[src/rtl/shift_seq_pkg.sv]
// Shared encodings for the multi-cycle shift sequencer: op codes, FSM states, step sizes.
// Build option: SHIFT_SEQ_STEP4_EN adds a shift-by-4 step (lower latency, same results).
package shift_seq_pkg;

    typedef enum logic [1:0] {
        OP_SLL = 2'b00,
        OP_SRL = 2'b01,
        OP_SRA = 2'b10,
        OP_ILL = 2'b11
    } op_e;

    typedef enum logic [1:0] {
        S_IDLE  = 2'b00,
        S_SHIFT = 2'b01,
        S_DONE  = 2'b10
    } state_e;

    typedef enum logic [1:0] {
        STEP_1 = 2'b00,
        STEP_2 = 2'b01,
        STEP_4 = 2'b10
    } step_e;

    localparam logic [4:0] STEP_1_AMT = 5'd1;
    localparam logic [4:0] STEP_2_AMT = 5'd2;
    localparam logic [4:0] STEP_4_AMT = 5'd4;

    function automatic logic [4:0] step_amount(input step_e s);
        case (s)
            STEP_2:  step_amount = STEP_2_AMT;
            STEP_4:  step_amount = STEP_4_AMT;
            default: step_amount = STEP_1_AMT;
        endcase
    endfunction

endpackage

[src/rtl/shift_sequencer_step.sv]
// Combinational fixed-step shift stage: shifts data by 1, 2 or 4 in the direction set by op.
// Left path is plain fixed wiring; right path fills with zero (SRL) or the sign bit (SRA).
module shift_step
    import shift_seq_pkg::*;
#(
    parameter int WIDTH = 32
) (
    input  logic [WIDTH-1:0] data_i,
    input  op_e              op_i,
    input  step_e            step_i,
    output logic [WIDTH-1:0] data_o
);

    logic             fill;
    logic [WIDTH-1:0] sl1, sl2, sl4;
    logic [WIDTH-1:0] sr1, sr2, sr4;

    assign fill = (op_i == OP_SRA) ? data_i[WIDTH-1] : 1'b0;

    assign sl1 = {data_i[WIDTH-2:0], 1'b0};
    assign sl2 = {data_i[WIDTH-3:0], 2'b00};
    assign sl4 = {data_i[WIDTH-5:0], 4'b0000};
    assign sr1 = {fill, data_i[WIDTH-1:1]};
    assign sr2 = {{2{fill}}, data_i[WIDTH-1:2]};
    assign sr4 = {{4{fill}}, data_i[WIDTH-1:4]};

    always_comb begin
        data_o = data_i;
        case (op_i)
            OP_SLL: begin
                case (step_i)
                    STEP_2:  data_o = sl2;
                    STEP_4:  data_o = sl4;
                    default: data_o = sl1;
                endcase
            end
            OP_SRL, OP_SRA: begin
                case (step_i)
                    STEP_2:  data_o = sr2;
                    STEP_4:  data_o = sr4;
                    default: data_o = sr1;
                endcase
            end
            default: data_o = data_i;
        endcase
    end

endmodule

[src/rtl/shift_sequencer.sv]
// Multi-cycle SLL/SRL/SRA controller: applies one fixed-size step per cycle until rem reaches 0.
// Build option: SHIFT_SEQ_STEP4_EN enables the shift-by-4 step (priority 4, 2, 1).
module shift_sequencer
    import shift_seq_pkg::*;
#(
    parameter int WIDTH   = 32,
    parameter int SHAMT_W = 5
) (
    input  logic               clk,
    input  logic               rst_n,
    input  logic               start,
    input  logic [1:0]         op,
    input  logic [WIDTH-1:0]   operand,
    input  logic [SHAMT_W-1:0] shamt,
    output logic               busy,
    output logic               done,
    output logic               err,
    output logic [WIDTH-1:0]   result,
    output state_e             dbg_state_o
);

    // Handshake: start is accepted on a rising edge only when the FSM is in IDLE or DONE;
    // done pulses for exactly one cycle and result stays stable until the next accept.

    state_e             state_q, state_d;
    op_e                op_q, op_d;
    logic [SHAMT_W-1:0] rem_q, rem_d;
    logic [WIDTH-1:0]   work_q, work_d;

    step_e              step_sel;
    logic [SHAMT_W-1:0] step_amt;
    logic [WIDTH-1:0]   step_data;
    op_e                op_in;

    assign op_in = op_e'(op);

    always_comb begin
        step_sel = STEP_1;
        if (rem_q >= SHAMT_W'(2)) step_sel = STEP_2;
`ifdef SHIFT_SEQ_STEP4_EN
        if (rem_q >= SHAMT_W'(4)) step_sel = STEP_4;
`endif
    end

    assign step_amt = SHAMT_W'(step_amount(step_sel));

    shift_step #(.WIDTH(WIDTH)) u_step (
        .data_i (work_q),
        .op_i   (op_q),
        .step_i (step_sel),
        .data_o (step_data)
    );

    always_comb begin
        state_d = state_q;
        op_d    = op_q;
        rem_d   = rem_q;
        work_d  = work_q;
        case (state_q)
            S_IDLE, S_DONE: begin
                if (start) begin
                    op_d    = op_in;
                    work_d  = operand;
                    rem_d   = shamt;
                    // Zero shifts and illegal ops skip straight to DONE with the operand untouched.
                    state_d = (shamt == '0 || op_in == OP_ILL) ? S_DONE : S_SHIFT;
                end else if (state_q == S_DONE) begin
                    state_d = S_IDLE;
                end
            end
            S_SHIFT: begin
                work_d  = step_data;
                rem_d   = rem_q - step_amt;
                state_d = (rem_d == '0) ? S_DONE : S_SHIFT;
            end
            default: state_d = S_IDLE;
        endcase
    end

    always_ff @(posedge clk or negedge rst_n) begin
        if (!rst_n) begin
            state_q <= S_IDLE;
            op_q    <= OP_SLL;
            rem_q   <= '0;
            work_q  <= '0;
        end else begin
            state_q <= state_d;
            op_q    <= op_d;
            rem_q   <= rem_d;
            work_q  <= work_d;
        end
    end

    assign busy        = (state_q == S_SHIFT);
    assign done        = (state_q == S_DONE);
    assign err         = (state_q == S_DONE) && (op_q == OP_ILL);
    assign result      = work_q;
    assign dbg_state_o = state_q;

endmodule

[config.mk]
export PLATFORM = sky130hd
export DESIGN_NAME = shift_sequencer
export DESIGN_NICKNAME = d
export VERILOG_FILES = /design/src/rtl/shift_seq_pkg.sv /design/src/rtl/shift_sequencer_step.sv /design/src/rtl/shift_sequencer.sv
export SDC_FILE = /design/constraint.sdc
export NUM_CORES = 1
export LEC_CHECK = 0
export CAP_MARGIN = 20
export CORE_MARGIN = 4
export CORE_UTILIZATION = 45
export CTS_CLUSTER_SIZE = 10
export DETAILED_ROUTE_END_ITERATION = 12
export PLACE_DENSITY = 0.88
export SYNTH_ARGS = -nofsm -noshare
export SYNTH_HDL_FRONTEND = slang
export SYNTH_SLANG_ARGS = --single-unit
[constraint.sdc]
create_clock -name clk -period 7.65 [get_ports clk]
set_input_delay 1.53 -clock clk [delete_from_list [all_inputs] [get_ports clk]]
set_output_delay 1.53 -clock clk [all_outputs]
set_load 0.03 [all_outputs]
* Yosys cells after proc, flatten, opt, wreduce, memory -nomap -nowiden
Cells that the tools add are included.
Storage, ports and cells: register bits after elaboration 41, input port bits 42, output and inout bits 37
Cells by class: add/sub/neg operators 1, $lt $le $gt $ge 1, equal/unequal tests 11, mux-type cells 15, reductions and logical operators 12
Operators with widths (count):
- $pmux 32 s2 | 3
- $pmux 31 s2 | 1
- $mux 32 | 1
- $logic_not 5->1 | 2
- $pmux 5 s2 | 1
- $eq 2x2->1 const B | 4
- $mux 2 | 4
- $pmux 3 s2 | 1
- $ge 5x2->1 const B | 1
- $mux 5 | 1
- $sub 5x5->5 | 1
- $eq 2x1->1 const B | 2
- $logic_not 2->1 | 2
- $pmux 2 s2 | 1
- $reduce_and 2->1 | 2
- $reduce_or 2->1 | 2
- $ne 3x1->1 const B | 1
- $ne 3x3->1 const B | 1
- $reduce_and 3->1 | 1
- $eq 1x2->1 const B | 1
- $mux 1 | 2
- $ne 2x2->1 const B | 1
- $reduce_bool 2->1 | 1
- $eq 1x1->1 const B | 1
- other kinds (2) | 2

* Logic depth before layout (Yosys ltp)
depth after elaboration 8, depth in mapped cells 12, depth with buffers taken out 9

* Modules after synthesis
From an unflattened synthesis, not the netlist that was laid out.
Second synthesis, totals: cells, all modules 470, area total of the unflattened synthesis 3678.5 um^2
By module, submodules not included:
- shift_sequencer | instances 1, cells an instance 237, area an instance 2006.9 um^2, sequential area each 1026.0 um^2
- shift_step | instances 1, cells an instance 233, area an instance 1671.6 um^2, sequential area each 0.0 um^2

* Worst setup path before layout
OpenSTA, ideal clock, no wires.
path kind flip-flop to output port, from register state_q[1], in the netlist dbg_state_o[1], to output port err, data arrival time 1420 ps, setup slack 4700 ps, cell stages (with the launch flop) 3, buffers on the path 0, cell sequence dfrtp_1 -> nor2b_1 -> and2_1
On the way: cells in the longest elaborated chain, start to end 2
RTL lines:
- start: declaration | line shift_sequencer.sv:25 | state_e state_q, state_d;
- start signal: assignment | line shift_sequencer.sv:87 | state_q <= state_d;
- $eq 2x2->1
- named net done | line shift_sequencer.sv:16 | output logic done,
- $logic_and 1x1->1 | line shift_sequencer.sv:96 | assign err = (state_q == S_DONE) && (op_q == OP_ILL);
- end: declaration | line shift_sequencer.sv:17 | output logic err,
The timed path passes the listed nets, and every way through them passes these cells.

* Worst setup path after layout
from register state_q[0], in the netlist dbg_state_o[0], to output port busy
On the way: cells in the longest elaborated chain, start to end 1
RTL lines:
- $eq 2x1->1 | line shift_sequencer.sv:94 | assign busy = (state_q == S_SHIFT);
- end: declaration | line shift_sequencer.sv:15 | output logic busy,
No other way between the ends.

==> impl_results.md <==
* Ranking of synthesized cells by area: dfrtp_1, nand2_1, a21oi_1
* Final worst-path cycle share at 0.485
* Min-delay worst type: reg -> reg
* Diode count at 0
* Via count at 2831
* Routability cong. at 0.836
* Switch share at 0.496
* Post-synth top flop: dfrtp_1
* Post-synth EDFFs at 0
* Wirelength per Cell at 15.6 um
* CTS Buffer Depth at 2
* Ports at 79
* Total power at 2.01 mW
* Hold Crit Start: result[18]$_DFFE_PN0P_
* Post-synthesis async set-or-reset flop share at 1.00
* Max_cap viols at 0
* Area Overhead vs Synth at 32.5%
* DR iter-0 viols at 182
* Die Y at 85.5 um
* Crit Path Category: reg -> out
* Worst Path Arrival at 2.18 ns
* Combinational Power Share at 0.677
* Net Sw Power at 998 uW
* Startpoint type of the worst setup path: flip-flop
* Vias per inst at 5.83
* # H-tree levels at 2
* P per Cell Area at 562 nW/um^2
* Vias in the first global route at 2722
* Clock-pin slew on the worst setup and hold paths at 0.08 ns
* Proportion of layout cells with a drive suffix above 1 at 0.0338
* Die width at 85.5 um
* Relative slew slack at 0.285
* Critical Path Start: dbg_state_o[0]$_DFFE_PN0P_
* Core area at 5680 sq um
* Postcts setup bufs at 0
* Fill cell count at 503
* Synth area leader: dfrtp_1
* Clk_skew at 0.00261 ns
* Slew @ Worst Pin at 1.07 ns
* Final Setup Violations at 0
* Synth top area share at 0.380
* Initial core utilization at 0.476
* First-pass GRT wire length at 12600 um
* Synth Net Count at 400
* Hold-fix buffers, CTS at 0
* Status: completed
* CP required at 6.12 ns
* Die ar. at 7300 sq um
* CTS tree: done
* Internal power at 1.01 mW
* Std-Cell Rows at 27
* Avg Synthesized Cell Area at 7.67 sq um
* Post-synthesis sequential area ratio at 0.380
* Most frequent cells in the layout: nand2_1, clkdlybuf4s50_1, a21oi_1
* TritonRoute pass-1 iters at 5
* Drt total wl at 7580 um
* Clock Root Buffer: clkbuf_8
* Unrepaired setup endpoints after global routing: false
* DP Wirelength at 5390 um
* Post-Syn Area at 2700 sq um
* Initial antenna violation count at 0
* Gr usage total at 0.211
* Total Nets Final at 461
* Clock latency on the worst-skew pair at 0.29 ns
* Total gr overflow at 0
* Register bit total from synthesis at 41
* Final TNS setup at 0 ns
* LEAKAGE at 1.51 nW
* FF-to-FF Start: rem_q[3]$_DFFE_PN0P_
* Final min period at 3.71 ns
* Max-slew violation count at 0
* Crit path max fanout at 41
* Port-buffer cells at 78
* Maximum vdd drop at 302 uV
* Antenna viol nets, final at 0
* Num CTS Buffers at 5
* Pin count of the biggest net entering global routing at 64
* CP Capture Type: output pin
* DRC violations left at 0
* Yosys warns at 0
* Hold Fails Final Rpt at 0
* Post-cts resize count at 0
* Clock power frac at 0.090
* Max Freq at 269 MHz
* Most common cell after layout, fill and taps aside: nand2_1
* Mapped Cells at 352
* Seq pwr share at 0.233
* # clock sinks at 41
* Distinct cell type count after synthesis at 36
==> kinds of logic (layout without fill, tap and decap cells) <==
kind of cell	Yosys count	count (layout)	share of synthesized area
and+or+nand+nor	157	157	0.234
AOI/OAI and AO/OA	108	108	0.265
DFF	41	41	0.380
buffers and inverters	34	96	0.0690
adders and majority gates	6	6	0.0306
muxes	4	4	0.0153
xor gates and xnor gates	2	2	0.00649
==> worst paths after layout <==
| kind | endpoint | slack [ns] | depth (start not counted) |
|---|---|---|---|
| max reg2reg | dbg_state_o[0]$_DFFE_PN0P_ | 4.47 | 10 |
| max | busy | 3.94 | 4 |
| min | result[18]$_DFFE_PN0P_ | 0.57 | 1 |
| min in group asynchronous | op_q[0]$_DFFE_PN0P_ | 1.37 | 1 |
| max in group asynchronous | result[15]$_DFFE_PN0P_ | 5.71 | 1 |
| min reg2reg | result[18]$_DFFE_PN0P_ | 0.57 | 1 |
==> layout make-up <==
class / instances / area, sq um / area share
clock buffers: 7 / 86.3 / 0.0241
clock inverters: 1 / 30.0 / 0.00839
inverters: 7 / 28.8 / 0.00804
multi-input cells: 277 / 1500 / 0.419
flip-flops and latches: 41 / 1030 / 0.287
well taps: 72 / 90.1 / 0.0252
repair buffers: 81 / 818 / 0.229
==> flip-flops by register name, summed over array words and instances, names as in the netlist <==
name and count:
op_q 2, dbg_state_o 2, rem_q 5, result 32
==> metrics by stage <==
| stage | setup slack, ns | hold slack, ns | instances | cell area, sq um | utilization |
|---|---|---|---|---|---|
| 2_1_floorplan | 4.70 | 0.543 | 352 | 2700 | - |
| 3_3_place_gp | 4.26 | 0.545 | 477 | 3430 | 0.605 |
| 3_5_place_dp | 4.11 | 0.551 | 477 | 3430 | 0.605 |
| 4_1_cts | 3.94 | 0.568 | 485 | 3550 | 0.626 |
| 5_1_grt | 3.81 | 0.588 | 486 | 3580 | 0.631 |
| 6_report | 3.94 | 0.568 | 486 | 3580 | 0.631 |
==> synthesized netlist by cell type (3+ instances only) <==
cell type / n
dfrtp_1: 41
clkbuf_1: 10
nor2b_1: 3
mux2i_1: 3
ha_1: 5
nor3_1: 4
nand2b_1: 3
o32a_1: 28
o21ai_0: 5
nor2_1: 9
a21oi_1: 60
buf_6: 5
buf_2: 9
nand2_1: 130
a31oi_1: 5
inv_1: 5
==> worst max-delay path, cell delays in order (launching register included) <==
cell             delay, ns
dfrtp_1               0.42
nand2b_1              0.08
buf_4                 0.37
clkinv_1              0.33
clkdlybuf4s50_1       0.68
==> per-layer routing <==
metal	vias to the layer above	routed length, um	track usage
met5	-	0	0
met4	0	146	0.0647
met3	15	483	0.0282
met2	121	3810	0.368
met1	1331	3140	0.271
li1	1364	-	-
==> power groups by stage <==
stage	Sequential [mW]	Combinational (mW)	Clock [mW]
after floorplan	0.616	0.817	0
after global placement	0.462	1.32	0
after detailed placement	0.468	1.35	0
after CTS	0.465	1.36	0.185
after global routing	0.489	1.50	0.194
final	0.468	1.36	0.182
No activity file was read; power rests on OpenSTA's default activity.
